==> src/rtl/mips_ctrl_pkg.sv <==
// Shared encodings for the multicycle MIPS control path: opcodes, mux selects, states, control word.
// Constants only, no latency; no flow control.
// The ALU decoder imports the same aluOp encodings so producer and consumer agree.
package mips_ctrl_pkg;

    localparam logic [5:0] OP_RTYPE = 6'd0;
    localparam logic [5:0] OP_J     = 6'd2;
    localparam logic [5:0] OP_BEQ   = 6'd4;
    localparam logic [5:0] OP_ADDI  = 6'd8;
    localparam logic [5:0] OP_LW    = 6'd35;
    localparam logic [5:0] OP_SW    = 6'd43;

    localparam logic [1:0] ALUOP_ADD   = 2'b00;
    localparam logic [1:0] ALUOP_SUB   = 2'b01;
    localparam logic [1:0] ALUOP_FUNCT = 2'b10;

    localparam logic [1:0] SRCB_REG     = 2'b00;
    localparam logic [1:0] SRCB_FOUR    = 2'b01;
    localparam logic [1:0] SRCB_IMM     = 2'b10;
    localparam logic [1:0] SRCB_IMM_SH2 = 2'b11;

    localparam logic [1:0] PCSRC_ALU    = 2'b00;
    localparam logic [1:0] PCSRC_ALUOUT = 2'b01;
    localparam logic [1:0] PCSRC_JUMP   = 2'b10;

    localparam int STATE_W = 4;
    localparam logic [STATE_W-1:0] S_FETCH    = 4'd0;
    localparam logic [STATE_W-1:0] S_DECODE   = 4'd1;
    localparam logic [STATE_W-1:0] S_MEMADR   = 4'd2;
    localparam logic [STATE_W-1:0] S_MEMREAD  = 4'd3;
    localparam logic [STATE_W-1:0] S_MEMWB    = 4'd4;
    localparam logic [STATE_W-1:0] S_MEMWRITE = 4'd5;
    localparam logic [STATE_W-1:0] S_EXECUTE  = 4'd6;
    localparam logic [STATE_W-1:0] S_ALUWB    = 4'd7;
    localparam logic [STATE_W-1:0] S_BRANCH   = 4'd8;
    localparam logic [STATE_W-1:0] S_ADDIEX   = 4'd9;
    localparam logic [STATE_W-1:0] S_ADDIWB   = 4'd10;
    localparam logic [STATE_W-1:0] S_JUMP     = 4'd11;

    typedef struct packed {
        logic       pc_write;
        logic       branch;
        logic       iord;
        logic       mem_write;
        logic       ir_write;
        logic       reg_dst;
        logic       mem_to_reg;
        logic       reg_write;
        logic       alu_src_a;
        logic [1:0] alu_src_b;
        logic [1:0] alu_op;
        logic [1:0] pc_src;
    } ctrl_t;

    // Last state of every instruction; leaving one of these retires the instruction.
    function automatic logic is_retire_state(input logic [STATE_W-1:0] s);
        return (s == S_MEMWB) || (s == S_MEMWRITE) || (s == S_ALUWB) ||
               (s == S_ADDIWB) || (s == S_BRANCH) || (s == S_JUMP);
    endfunction

endpackage

==> src/rtl/ctrl_out_decode.sv <==
// Maps the control FSM state to the datapath control word.
// Purely combinational, zero latency; no flow control.
// Unused encodings yield an all-zero word.
module ctrl_out_decode
    import mips_ctrl_pkg::*;
(
    input  logic [STATE_W-1:0] state,
    output ctrl_t              ctrl
);

    always_comb begin
        ctrl           = '0;
        ctrl.alu_src_b = SRCB_REG;
        ctrl.alu_op    = ALUOP_ADD;
        ctrl.pc_src    = PCSRC_ALU;
        case (state)
            S_FETCH: begin
                ctrl.ir_write  = 1'b1;
                ctrl.pc_write  = 1'b1;
                ctrl.alu_src_b = SRCB_FOUR;
            end
            S_DECODE: begin
                ctrl.alu_src_b = SRCB_IMM_SH2;
            end
            S_MEMADR, S_ADDIEX: begin
                ctrl.alu_src_a = 1'b1;
                ctrl.alu_src_b = SRCB_IMM;
            end
            S_MEMREAD: begin
                ctrl.iord = 1'b1;
            end
            S_MEMWB: begin
                ctrl.mem_to_reg = 1'b1;
                ctrl.reg_write  = 1'b1;
            end
            S_MEMWRITE: begin
                ctrl.iord      = 1'b1;
                ctrl.mem_write = 1'b1;
            end
            S_EXECUTE: begin
                ctrl.alu_src_a = 1'b1;
                ctrl.alu_op    = ALUOP_FUNCT;
            end
            S_ALUWB: begin
                ctrl.reg_dst   = 1'b1;
                ctrl.reg_write = 1'b1;
            end
            S_BRANCH: begin
                ctrl.alu_src_a = 1'b1;
                ctrl.alu_op    = ALUOP_SUB;
                ctrl.pc_src    = PCSRC_ALUOUT;
                ctrl.branch    = 1'b1;
            end
            S_ADDIWB: begin
                ctrl.reg_write = 1'b1;
            end
            S_JUMP: begin
                ctrl.pc_src   = PCSRC_JUMP;
                ctrl.pc_write = 1'b1;
            end
            default: ;
        endcase
    end

endmodule

==> src/rtl/multicycle_control.sv <==
// Main control FSM for the multicycle MIPS32 datapath; counts retired instructions.
// 2 to 5 cycles per instruction (FETCH to FETCH); outputs are Moore except pcEn.
// No backpressure: the FSM free-runs once reset is released.
module multicycle_control
    import mips_ctrl_pkg::*;
#(
    parameter int CNT_W = 32
) (
    input  logic             clk,
    input  logic             rst_n,
    input  logic [5:0]       opcode,
    input  logic             zero,
    output logic             pcEn,
    output logic             iord,
    output logic             memWrite,
    output logic             irWrite,
    output logic             regDst,
    output logic             memToReg,
    output logic             regWrite,
    output logic             aluSrcA,
    output logic [1:0]       aluSrcB,
    output logic [1:0]       aluOp,
    output logic [1:0]       pcSrc,
    output logic             illegal,
    output logic [CNT_W-1:0] retired
);

    logic [STATE_W-1:0] state_q, state_d;
    logic               illegal_q, illegal_d;
    logic [CNT_W-1:0]   retired_q, retired_d;
    ctrl_t              ctrl;
    ctrl_t              ctrl_g;

    always_comb begin
        state_d   = S_FETCH;
        illegal_d = 1'b0;
        case (state_q)
            S_FETCH: state_d = S_DECODE;
            S_DECODE: begin
                case (opcode)
                    OP_LW, OP_SW: state_d = S_MEMADR;
                    OP_RTYPE:     state_d = S_EXECUTE;
                    OP_BEQ:       state_d = S_BRANCH;
                    OP_ADDI:      state_d = S_ADDIEX;
                    OP_J:         state_d = S_JUMP;
                    default: begin
                        state_d   = S_FETCH;
                        illegal_d = 1'b1;
                    end
                endcase
            end
            S_MEMADR:  state_d = (opcode == OP_LW) ? S_MEMREAD : S_MEMWRITE;
            S_MEMREAD: state_d = S_MEMWB;
            S_EXECUTE: state_d = S_ALUWB;
            S_ADDIEX:  state_d = S_ADDIWB;
            default:   state_d = S_FETCH;
        endcase
    end

    always_comb begin
        retired_d = retired_q;
        if (is_retire_state(state_q)) begin
            retired_d = retired_q + CNT_W'(1);
        end
    end

    always_ff @(posedge clk or negedge rst_n) begin
        if (!rst_n) begin
            state_q   <= S_FETCH;
            illegal_q <= 1'b0;
            retired_q <= '0;
        end else begin
            state_q   <= state_d;
            illegal_q <= illegal_d;
            retired_q <= retired_d;
        end
    end

    ctrl_out_decode u_out_decode (
        .state (state_q),
        .ctrl  (ctrl)
    );

    // Reset gates the control word combinationally so an in-flight write dies the moment rst_n drops.
    always_comb begin
        ctrl_g = ctrl;
        if (!rst_n) begin
            ctrl_g = '0;
        end
    end

    assign pcEn     = ctrl_g.pc_write | (ctrl_g.branch & zero);
    assign iord     = ctrl_g.iord;
    assign memWrite = ctrl_g.mem_write;
    assign irWrite  = ctrl_g.ir_write;
    assign regDst   = ctrl_g.reg_dst;
    assign memToReg = ctrl_g.mem_to_reg;
    assign regWrite = ctrl_g.reg_write;
    assign aluSrcA  = ctrl_g.alu_src_a;
    assign aluSrcB  = ctrl_g.alu_src_b;
    assign aluOp    = ctrl_g.alu_op;
    assign pcSrc    = ctrl_g.pc_src;
    assign illegal  = illegal_q & rst_n;
    assign retired  = retired_q;

endmodule

==> config.mk <==
export PLATFORM = sky130hd
export DESIGN_NAME = multicycle_control
export DESIGN_NICKNAME = d
export VERILOG_FILES = /design/src/rtl/mips_ctrl_pkg.sv /design/src/rtl/ctrl_out_decode.sv /design/src/rtl/multicycle_control.sv
export SDC_FILE = /design/constraint.sdc
export NUM_CORES = 1
export LEC_CHECK = 0
export CORE_MARGIN = 1
export CORE_UTILIZATION = 35
export CTS_CLUSTER_DIAMETER = 30
export DETAILED_ROUTE_END_ITERATION = 10
export GPL_TIMING_DRIVEN = 1
export PLACE_DENSITY = 0.59
export SLEW_MARGIN = 0
export SYNTH_ARGS = -nofsm -noshare
export SYNTH_HDL_FRONTEND = slang
export SYNTH_SLANG_ARGS = --single-unit
==> constraint.sdc <==
create_clock -name clk -period 5.67 [get_ports clk]
set_input_delay 0.8505 -clock clk [delete_from_list [all_inputs] [get_ports clk]]
set_output_delay 0.8505 -clock clk [all_outputs]
set_load 0.03 [all_outputs]
[Word level (Yosys, flattened, before mapping)]
Cells that the tools add are included.
Widths: inputs -> output; s select.
Storage, ports and cells
  flip-flop bits (word level): 37
  bits in latches: 0
  memory bits (writable): 0
  ROM bits: 0
  bits of input ports: 9
  output and inout port bits: 47
  logic and storage cells: 55
  memories kept: 0
Cells by class
  $add $sub $neg: 1
  multiply operators: 0
  divide/modulo/power cells: 0
  magnitude comparators: 0
  equality and inequality tests: 16
  shift operators: 0
  multiplexer cells: 18
  bitwise logic cells: 3
  reductions and logical operators: 14
Operator list (number)
  $add 32x1->32 const B: 1
  $pmux 4 s6: 1
  $pmux 4 s5: 1
  $eq 4x3->1 const B: 4
  $eq 4x4->1 const B: 4
  $mux 15: 1
  $eq 6x6->1 const B: 2
  $mux 1: 11
  $eq 4x2->1 const B: 2
  $pmux 2 s2: 2
  $reduce_or 2->1: 4
  $eq 6x2->1 const B: 1
  $eq 6x3->1 const B: 1
  $eq 6x4->1 const B: 1
  $logic_not 6->1: 1
  $pmux 2 s3: 1
  $reduce_or 6->1: 1
  $logic_or 1x1->1: 5
  $eq 4x1->1 const B: 1
  $logic_not 4->1: 1
  $reduce_or 4->1: 1
  $mux 3: 1
  $reduce_or 3->1: 1
  $and 1x1->1: 2
  $or 1x1->1: 1

[Logic depth before layout (Yosys ltp)]
  depth in word-level cells: 6
  gate-level depth with buffers: 7

[By module]
From an unflattened synthesis, not the netlist that was laid out.
Unflattened totals
  cell total of the unflattened synthesis: 218
  area, all modules: 2202.1 sq um
By module, submodules not included
  multicycle_control: times used 1, cells each 188, area an instance 1996.9 sq um, seq. area each 925.9 sq um
  ctrl_out_decode: times used 1, cells each 30, area an instance 205.2 sq um, seq. area each 0.0 sq um

[Worst setup path before layout]
Ideal clock, no wire load.
  path type: input to output
  from: input rst_n
  to: output pcEn
  arrival: 2252 ps
  slack: 2568 ps
  cell stages on the path: 3
  path buffers: 0
  cell sequence: nand2b_1 > nor4_1 > a211o_1
On the way
  cells in the longest elaborated chain, start to end: 3
Ends and longest elaborated chain
  start: declaration: RTL line multicycle_control.sv:10  | input logic rst_n,
  $mux 15 (*): RTL line multicycle_control.sv:87  | if (!rst_n) begin
  $and 1x1->1: RTL line multicycle_control.sv:92  | assign pcEn = ctrl_g.pc_write | (ctrl_g.branch & zero);
  $or 1x1->1 (*): RTL line multicycle_control.sv:92
  end: declaration: RTL line multicycle_control.sv:13  | output logic pcEn,
Every way passes the cells marked *; elsewhere a longest branch is shown, timed or not.

[Final worst setup path]
Ends and elaborated chain as after synthesis.

==> impl_metrics.yaml <==
status:
  outcome: "completed"
worst_setup_path:
  cp_num_buf_inv: 2
  criticalPathCategory: "input pin to output pin"
  crit_required_ns: 4.82
  cp-end-kind: "output pin"
  worstSetupStartpoint: "rst_n"
  start_kind: "input pin"
  crit_family: "buffers and inverters"
  crit_slowest_cell: "clkdlybuf4s50_1"
  crit_chain: "buf_2 > nand2b_1 > nor4_1 > a211o_1 > clkdlybuf4s50_1"
  cp.arrival_ns: 2.53
  crit_path_max_fanout: 26
  critPathMaxStageDelay_ns: 0.66
  r2r_start: "state_q[1]"
global_route:
  grt_first_pass_wirelength_um: 7320
  grt_max_degree: 27
  grt_pass1_vias: 1481
  antenna_found_initial: 0
  grt_overflow: 0
  grt.total_usage_pct: 15.9
detailed_routing:
  first_pass_iters: 4
  drtIter0Drc: 82
  remaining_drc_errors: 0
  drt-total-wl_um: 4340
  wl_per_cell_um: 13.2
  vias_per_cell: 5.07
  postRouteAntennaNets: 0
  via_count: 1662
placed_design:
  io_buffers: 55
  dpl_cell_area_sq_mm: 0.00254
  place_hpwl_um: 3180
  routabilityCongestion: 0.747
sta:
  setup_violations: 0
  fin_crit_ns: 3.38
  slew_headroom_pct: 61.0
  worst_pin_slew_ns: 0.585
  setup_tns_ns: 0
  maxSlewViolCount: 0
  finalCritPeriodShare_pct: 59.7
  clock.fmax_mhz: 296
  finalHoldViolations: 0
  fin_worst_skew_ns: 0.00683
  rsz0062_at_grt: "no"
die:
  die_y_um: 76.2
  num_rows: 26
  start_util_pct: 37.0
  die_w_um: 76.2
  io_pins: 56
  die-area_sq_mm: 0.00580
  coreArea_sq_mm: 0.00520
yosys:
  synth_cell_type_count: 38
  ys_seq_area_share_pct: 48.1
  synth_flop_cell: "dfrtp_1"
  synth_area_sq_mm: 0.00192
  synth_edf_count: 0
  synth_nets: 211
  synth_seq_cells: 37
  syn_avg_cell_area_sq_um: 9.57
  yosys_warnings: 0
  syn_inst: 201
  async_flop_share_pct: 100
clock_tree:
  cts_tree: "yes"
  ctsHoldBuffers: 0
  cts_buffers: 5
  postCtsResizedCells: 0
  clockBufferDepth: 2
  cts_setup_buffers: 0
  numClockSinks: 37
  htreeDepth: 2
  path_clk_slew_ns: 0.07
  root_buffer: "clkbuf_8"
  insertion_delay_ns: 0.28
layout:
  post-route-util_pct: 50.3
  stdcell_area_sq_mm: 0.00262
  nNetsFinal: 269
  drive_above_1_share_pct: 5.43
  layout_common_cells: "clkdlybuf4s50_1 (54), dfrtp_1 (37), nor2_1 (22)"
  nFillCells: 532
  antenna_cells: 0
  areaGrowthSynthToFinish_pct: 36.1
  layout_commonest_cell: "clkdlybuf4s50_1"
min_path:
  hold_start: "retired[31]"
  worstHoldPathType: "flip-flop to flip-flop"
power:
  comb_power_share_pct: 28.4
  internal-power_uw: 450
  power_switching_uw: 243
  clockPowerShare_pct: 24.2
  p_leak_uw: 0.00109
  pwr-share-seq_pct: 47.4
  powerDensity_mw_per_mm2: 264
  peakVddDrop_mv: 0.122
  swShare_pct: 35.0
flow_run:
  drv_cap: 0
-- worst reg2reg max path: stages (launching register included) --
cell and delay, ns:
dfrtp_1 0.61, nand2b_1 0.34, a22oi_1 0.25, or4b_4 0.64
nor2_2 0.11, xor2_1 0.14
-- synthesized netlist by cell type, types with 3 or more instances --
master	n	area, sq um
clkbuf_1	3	11.3
dfrtp_1	37	926
xnor2_1	19	166
nor2_1	22	82.6
inv_1	4	15.0
nor2b_1	4	25.0
nand3_1	14	70.1
nor3_1	10	50.1
and3_1	5	31.3
nor4_1	4	25.0
xor2_1	14	123
nand2_1	19	71.3
nand2b_1	4	25.0
nand4_1	11	68.8
o21ai_0	4	20.0
-- metal layers --
layer  wire length (um)  up-vias  global-route usage (%)
li1                   -      822                       -
met1               2090      793                    21.6
met2               2000       41                    24.7
met3                210        6                    4.67
met4                 42        0                    4.04
met5                  0        -                       0
-- area by class of cell --
type                       instances  area (sq um)  area share (%)
clock buffer                       5          68.8            2.63
clock inverter                     1          5.00           0.191
inverter                           4          15.0           0.573
multi-input combinational        155           963            36.8
sequential                        37           926            35.4
tap                               70          87.6            3.34
timing repair buffer              56           553            21.1
-- path summary, 6_finish.rpt --
path / slack (ns) / cells past startpoint / endpoint
max: 2.29 / 5 / pcEn
min reg2reg: 0.48 / 1 / retired[31]
max reg2reg: 3.52 / 5 / retired[28]
min: 0.48 / 1 / retired[31]
max in group asynchronous: 4.50 / 2 / retired[12]
min in group asynchronous: 0.53 / 1 / retired[24]
-- power by group through the flow --
stage | combinational, uW | sequential, uW | clock (uW)
2_1_floorplan | 110 | 334 | 0
3_3_place_gp | 196 | 332 | 0
3_5_place_dp | 197 | 332 | 0
4_1_cts | 198 | 327 | 172
5_1_grt | 211 | 333 | 184
6_report | 196 | 328 | 168
-- cells by family after synthesis --
logic type               after synthesis  synth area share [%]
flip-flops                            37                  48.1
XOR/XNOR                              33                  15.0
buffers and inverters                  9                  1.82
adder cells (fa/ha/maj)                1                 0.650
AND/OR/NAND/NOR                      105                  28.5
AO/OA/AOI/OAI                         16                  5.85
-- state kept, by name, indices dropped and copies added (netlist names) --
name	count
retired	32
state_q	4
illegal_q	1
-- metrics by stage --
step	hold WS (ns)	std cells	worst slack [ns]	total power [uW]
2_1_floorplan	0.555	201	2.57	444
3_3_place_gp	0.459	322	2.25	527
3_5_place_dp	0.468	322	2.24	529
4_1_cts	0.477	328	2.23	697
5_1_grt	0.498	328	2.05	727
6_report	0.475	328	2.29	692
(Power assumes the default switching activity.)
